[src/rtl/op_seq_pkg.sv]
// Shared types and constants for the operation sequencer.
package op_seq_pkg;

  // Sequencer control states
  typedef enum logic [1:0] {
    S_IDLE  = 2'd0,
    S_START = 2'd1,
    S_WAIT  = 2'd2,
    S_DONE  = 2'd3
  } state_t;

  // Opcode encoding; the opcode also indexes the unit DONE/result lanes
  localparam logic [1:0] OP_LSHIFT = 2'b00;
  localparam logic [1:0] OP_RSHIFT = 2'b01;
  localparam logic [1:0] OP_ZERO   = 2'b10;
  localparam logic [1:0] OP_DIV    = 2'b11;

  // Width of the WAIT-phase cycle counter (TIMEOUT up to 255)
  localparam int TIMEOUT_W = 8;

endpackage

[src/rtl/op_seq_watchdog.sv]
// WAIT-phase cycle counter. Cleared on entry to the operation, counts
// while enabled, and flags the last allowed WAIT cycle.
module op_seq_watchdog
  import op_seq_pkg::*;
#(
  parameter int TIMEOUT = 15
) (
  input  logic clk,
  input  logic rst,
  input  logic clear,
  input  logic enable,
  output logic expired
);

  localparam logic [TIMEOUT_W-1:0] LAST = TIMEOUT_W'(TIMEOUT - 1);

  logic [TIMEOUT_W-1:0] count;

  // Count WAIT cycles; the count restarts for every new operation
  always_ff @(posedge clk or posedge rst) begin
    if (rst) begin
      count <= '0;
    end else if (clear) begin
      count <= '0;
    end else if (enable) begin
      count <= count + TIMEOUT_W'(1);
    end
  end

  // High during the TIMEOUT-th WAIT cycle, the last one allowed to see done
  assign expired = enable && (count == LAST);

endmodule

[src/rtl/op_sequencer.sv]
// Operation sequencer: captures operands, strobes the selected unit,
// waits for its DONE and returns the unit's 3-bit result zero-extended.
// Optional WAIT timeout with sticky err flag: define OP_SEQ_TIMEOUT_EN.
module op_sequencer
  import op_seq_pkg::*;
#(
  parameter int TIMEOUT = 15
) (
  input  logic        clk,
  input  logic        rst,
  input  logic        go,
  input  logic [2:0]  portA,
  input  logic [2:0]  portB,
  input  logic [1:0]  opcode,
  input  logic [3:0]  unit_done,
  input  logic [11:0] unit_res,
  output logic [2:0]  op_a,
  output logic [2:0]  op_b,
  output logic [3:0]  init,
  output logic [15:0] result,
  output logic        valid,
  output logic        busy,
  output logic        err
);

  if (TIMEOUT < 1 || TIMEOUT > 255) begin : g_bad_timeout
    $error("op_sequencer: TIMEOUT must lie in 1..255");
  end

  state_t     state, state_nxt;
  logic [1:0] opc;
  logic [2:0] slice;
  logic       done_sel;
  logic       accept;
  logic       timeout_hit;

  assign accept   = (state == S_IDLE) && go;
  assign done_sel = unit_done[opc];

`ifdef OP_SEQ_TIMEOUT_EN
  logic err_q;

  op_seq_watchdog #(
    .TIMEOUT(TIMEOUT)
  ) u_watchdog (
    .clk    (clk),
    .rst    (rst),
    .clear  (state == S_START),
    .enable (state == S_WAIT),
    .expired(timeout_hit)
  );

  // Sticky timeout flag, cleared when the next operation is accepted
  always_ff @(posedge clk or posedge rst) begin
    if (rst) begin
      err_q <= 1'b0;
    end else if (accept) begin
      err_q <= 1'b0;
    end else if (state == S_WAIT && !done_sel && timeout_hit) begin
      err_q <= 1'b1;
    end
  end

  assign err = err_q;
`else
  assign timeout_hit = 1'b0;
  assign err         = 1'b0;
`endif

  // Select the result lane of the captured opcode
  always_comb begin
    slice = unit_res[2:0];
    case (opc)
      OP_LSHIFT: slice = unit_res[2:0];
      OP_RSHIFT: slice = unit_res[5:3];
      OP_ZERO:   slice = unit_res[8:6];
      OP_DIV:    slice = unit_res[11:9];
      default:   slice = unit_res[2:0];
    endcase
  end

  // State register
  always_ff @(posedge clk or posedge rst) begin
    if (rst) begin
      state <= S_IDLE;
    end else begin
      state <= state_nxt;
    end
  end

  // Next-state logic; done wins over timeout in the last WAIT cycle
  always_comb begin
    state_nxt = state;
    case (state)
      S_IDLE:  if (go) state_nxt = S_START;
      S_START: state_nxt = S_WAIT;
      S_WAIT: begin
        if (done_sel) begin
          state_nxt = S_DONE;
        end else if (timeout_hit) begin
          state_nxt = S_IDLE;
        end
      end
      S_DONE:  state_nxt = S_IDLE;
      default: state_nxt = S_IDLE;
    endcase
  end

  // Moore outputs decoded from the state
  always_comb begin
    init  = 4'b0000;
    valid = 1'b0;
    busy  = 1'b1;
    case (state)
      S_IDLE:  busy  = 1'b0;
      S_START: init  = 4'b0001 << opc;
      S_DONE:  valid = 1'b1;
      default: ;
    endcase
  end

  // Operand capture on accept; result load on the selected unit's done
  always_ff @(posedge clk or posedge rst) begin
    if (rst) begin
      op_a   <= 3'd0;
      op_b   <= 3'd0;
      opc    <= OP_LSHIFT;
      result <= 16'd0;
    end else begin
      if (accept) begin
        op_a <= portA;
        op_b <= portB;
        opc  <= opcode;
      end
      if (state == S_WAIT && done_sel) begin
        result <= {13'd0, slice};
      end
    end
  end

endmodule

[config.mk]
export PLATFORM = sky130hd
export DESIGN_NAME = op_sequencer
export DESIGN_NICKNAME = d
export VERILOG_FILES = /design/src/rtl/op_seq_pkg.sv /design/src/rtl/op_seq_watchdog.sv /design/src/rtl/op_sequencer.sv
export SDC_FILE = /design/constraint.sdc
export NUM_CORES = 1
export LEC_CHECK = 0
export BUFFER_PORTS_ARGS = -buffer_cell sky130_fd_sc_hd__buf_2
export CAP_MARGIN = 20
export CELL_PAD_IN_SITES_DETAIL_PLACEMENT = 1
export CELL_PAD_IN_SITES_GLOBAL_PLACEMENT = 2
export CORE_MARGIN = 5
export CORE_UTILIZATION = 26
export DETAILED_ROUTE_END_ITERATION = 6
export PLACE_DENSITY = 0.91
export REMOVE_ABC_BUFFERS = 1
export SKIP_CTS_REPAIR_TIMING = 1
export SYNTH_ARGS = -nofsm -noshare
export SYNTH_HDL_FRONTEND = slang
export SYNTH_HIERARCHICAL = 1
export SYNTH_SLANG_ARGS = --single-unit
[constraint.sdc]
create_clock -name clk -period 5.44 [get_ports clk]
set_clock_uncertainty 0.15 [all_clocks]
set_input_delay 1.088 -clock clk [delete_from_list [all_inputs] [get_ports clk]]
set_output_delay 1.088 -clock clk [all_outputs]
set_load 0.1 [all_outputs]
# == Yosys cells after proc, flatten, opt, wreduce, memory -nomap -nowiden ==
# Cells that the tools add are included.
# op_classes
n_addsub,0
mul,0
n_div,0
n_lt_le_gt_ge,1
eq_ne,8
n_shift,1
mux,9
bitwise,0
n_reduce_logical,5
# op_table
operator,count
3-bit one-hot mux with 4 select lines,1
2-bit == test (second input constant),4
2-bit one-hot mux with 4 select lines,1
2-bit by 1-bit == test with 1-bit output (second input constant),2
2-bit zero test,2
2-bit 2-to-1 mux,2
4-bit 2-to-1 mux,1
2-bit != test (second input constant),2
1-bit by 2-bit left shift with 4-bit output (first input constant),1
2-bit by 3-bit < comparator with 1-bit output (second input constant),1
1-bit 2-to-1 mux,3
1-bit binary-select mux with 2-bit select,1
1-bit logical AND,2
2-bit AND reduction,1
# totals
register_bits,13
latch_bits,0
ramBits,0
mem_bits_ro,0
inputBits,27
output_inout_bits,29
word_cells,29
n_memories,0

# == Longest topological paths before layout ==
# logic_depth
ltp_word,4
ltp_mapped,5
mapped_depth_nobuf,5

# == Worst setup path before layout ==
# OpenSTA, ideal clock, no wires.
# synth_path
path_kind,register to output
start,register state[1]
end,output init[0]
t_arrival_ns,2.864
required_ns,4.202
setup_slack_ns,1.338
stages_incl_launch_ff,4
path_buffers,0
cell_sequence,dfrtp_1 -> inv_1 -> ha_1 -> nor3b_1
# synth_between
elab_chain_cells,2
# synth_rtl
element,line_no,text
start: declaration,op_sequencer.sv:30,"state_t state, state_nxt;"
start signal: assignment,op_sequencer.sv:87,state <= state_nxt;
2-bit by 1-bit == test with 1-bit output,op_sequencer.sv:114,case (state)
4-bit 2-to-1 mux,op_sequencer.sv:114,
end: declaration,op_sequencer.sv:19,"output logic [3:0] init,"
# Every way passes these cells.

# == Worst setup path after layout ==
# Same ends and word-level chain as after synthesis.

==> metrics <==
cell count of the worst reg-to-reg path 5; Final Setup Violations 0; DRC 0; grt total ovfl 0; FFs w/ async S/R, synth 100.0%; WS Path Type reg2out; WL per Instance 13.94 um; average cell area after synthesis around 12 um^2; detailed placer's ending HPWL 1892 um; Layout area overhead 24.21%; setup slack after layout 2563 ps; row cnt 21; CTS clk-pin slew, worst paths roughly 80 ps; Mapped Area 868.3 um^2; die height 67.79 um; Data required, critical path 4200 ps; Post-Route WL around 2200 um; ys flop type dfrtp_1; Max Fclk 347.5 MHz; H-Tree Level Count 1; CTS tree yes; Hold Crit Class reg2reg; Worst EP arrival about 1600 ps; Cells after Synth 70; CP endpoint kind primary output; vias in the first global route 712; most frequent cells in the layout buf_2, conb_1, dfrtp_1; count of cell types in the netlist 21; Final Hold Viols 0; clock tree buffer depth 2; 1st-iter DRT viols 10; crit path launch type flip-flop; PortBufs between 40 and 50; gr usage total 10.22%; Max-Slew Margin vs Limit 65.32%; Starting Density about a quarter; 1st-pass router iterations 2; # fillers 399; #FFs+latches synth 13; total vias in the final route 638; TNS Setup 0 ps; outcome finished clean; routability congestion estimate roughly 0.65; Core ar. roughly 3300 um^2; EDFF count, synth 0; io pins 56; Via-to-Cell Ratio 4.038; clock root buffer master clkbuf_4; Tcrit/Tclk final 52.89%; Final Net Count 145; Max-Cap Viols 0; share of cells above drive strength 1 56.25%; Ant. Diodes 0; Num CTS Buffers 3; Syn. warnings 6; Die Wd 67.79 um; max-slew violation total from the final report 0; Final min period 2877 ps; initial antenna violation count 0; Hold Path Depth 1; RSZ-0062 raised after global routing no; pin slew with the least headroom to its limit just over 500 ps; ANT nets after route 0; die outline area ~4600 um^2; Place WS 2854 ps; post-synthesis sequential area ratio 37.46%; worst skew pair latency 270 ps; largest net degree at the start of global routing 14; commonest non-fill, non-tap cell in the layout buf_2; first-pass GRT wire length roughly 3400 um; clk sink count 13; CP max FO 4
-- worst paths after layout --
| check | start | to | slack (ps) |
|---|---|---|---|
| hold reg to reg | result[1]$_DFFE_PP0P_ | result[1]$_DFFE_PP0P_ | 360 |
| min in group asynchronous | rst | result[1]$_DFFE_PP0P_ | 680 |
| max in group asynchronous | rst | op_b[0]$_DFFE_PP0P_ | 4110 |
| setup reg to reg | state[0]$_DFFE_PP0P_ | state[1]$_DFFE_PP0P_ | 3570 |
| setup / recovery | state[1]$_DFFE_PP0P_ | init[0] | 2560 |
| hold / removal | result[1]$_DFFE_PP0P_ | result[1]$_DFFE_PP0P_ | 360 |
-- cells by family (layout without fill, tap and decap cells) --
logic type | Yosys count | in the layout | synth area share, %
AOI/OAI and AO/OA | 3 | 3 | 4.034
buffers and inverters | 20 | 49 | 16.43
DFF | 13 | 13 | 37.46
and+or+nand+nor | 11 | 11 | 7.494
muxes | 17 | 17 | 26.94
adders and majority gates | 5 | 5 | 7.205
other | 1 | 14 | 0.4319
-- synthesized netlist by cell type, types with 2 or more instances --
master,number,area (um^2)
buf_4,14,105.1
buf_6,2,22.52
dfrtp_1,13,325.3
ha_1,5,62.56
inv_1,4,15.01
mux2_2,9,101.4
mux2_4,3,45.04
mux2i_1,2,20.02
mux4_2,3,67.56
nand2_1,3,11.26
nor2b_1,2,12.51
-- worst max-delay path, stage by stage, from the launching register on --
cell,delay [ps]
dfrtp_1,410
inv_1,110
ha_1,210
nor3b_1,180
buf_2,450
-- sequential cells by signal, summed over array words and instances (netlist names) --
register / count
result: 3
op_b: 3
state: 2
opc: 2
op_a: 3
-- final cells by class --
type | instances | area [um^2] | share of cell area [%]
Clock buffer | 4 | 26.28 | 2.436
Timing Repair Buffer | 41 | 205.2 | 19.03
Inverter | 4 | 15.01 | 1.392
Tap cell | 46 | 57.56 | 5.336
Multi-Input combinational cell | 50 | 449.2 | 41.65
Sequential cell | 13 | 325.3 | 30.16
-- layer usage --
metal  routed length (um)  vias up  GRT usage [%]
met5                    0        -              0
met4                    0        0         0.7444
met3                  260        0          5.491
met2                 1210       32          20.53
met1                  731      308          9.192
li1                     -      298              -
-- metrics by stage --
stage	hold slack (ps)	instance area (um^2)	utilization, %	std cells
final	360.8	1079	32.84	158
after detailed placement	338.1	1052	32.04	154
after floorplan	378.0	789.5	-	67
after global placement	334.9	1052	32.04	154
after global routing	380.0	1079	32.84	158
after CTS	362.9	1079	32.84	158
Power is left out: the tool's default activity adds up to more than one toggle a clock period on the data nets, which glitch-free logic cannot reach.
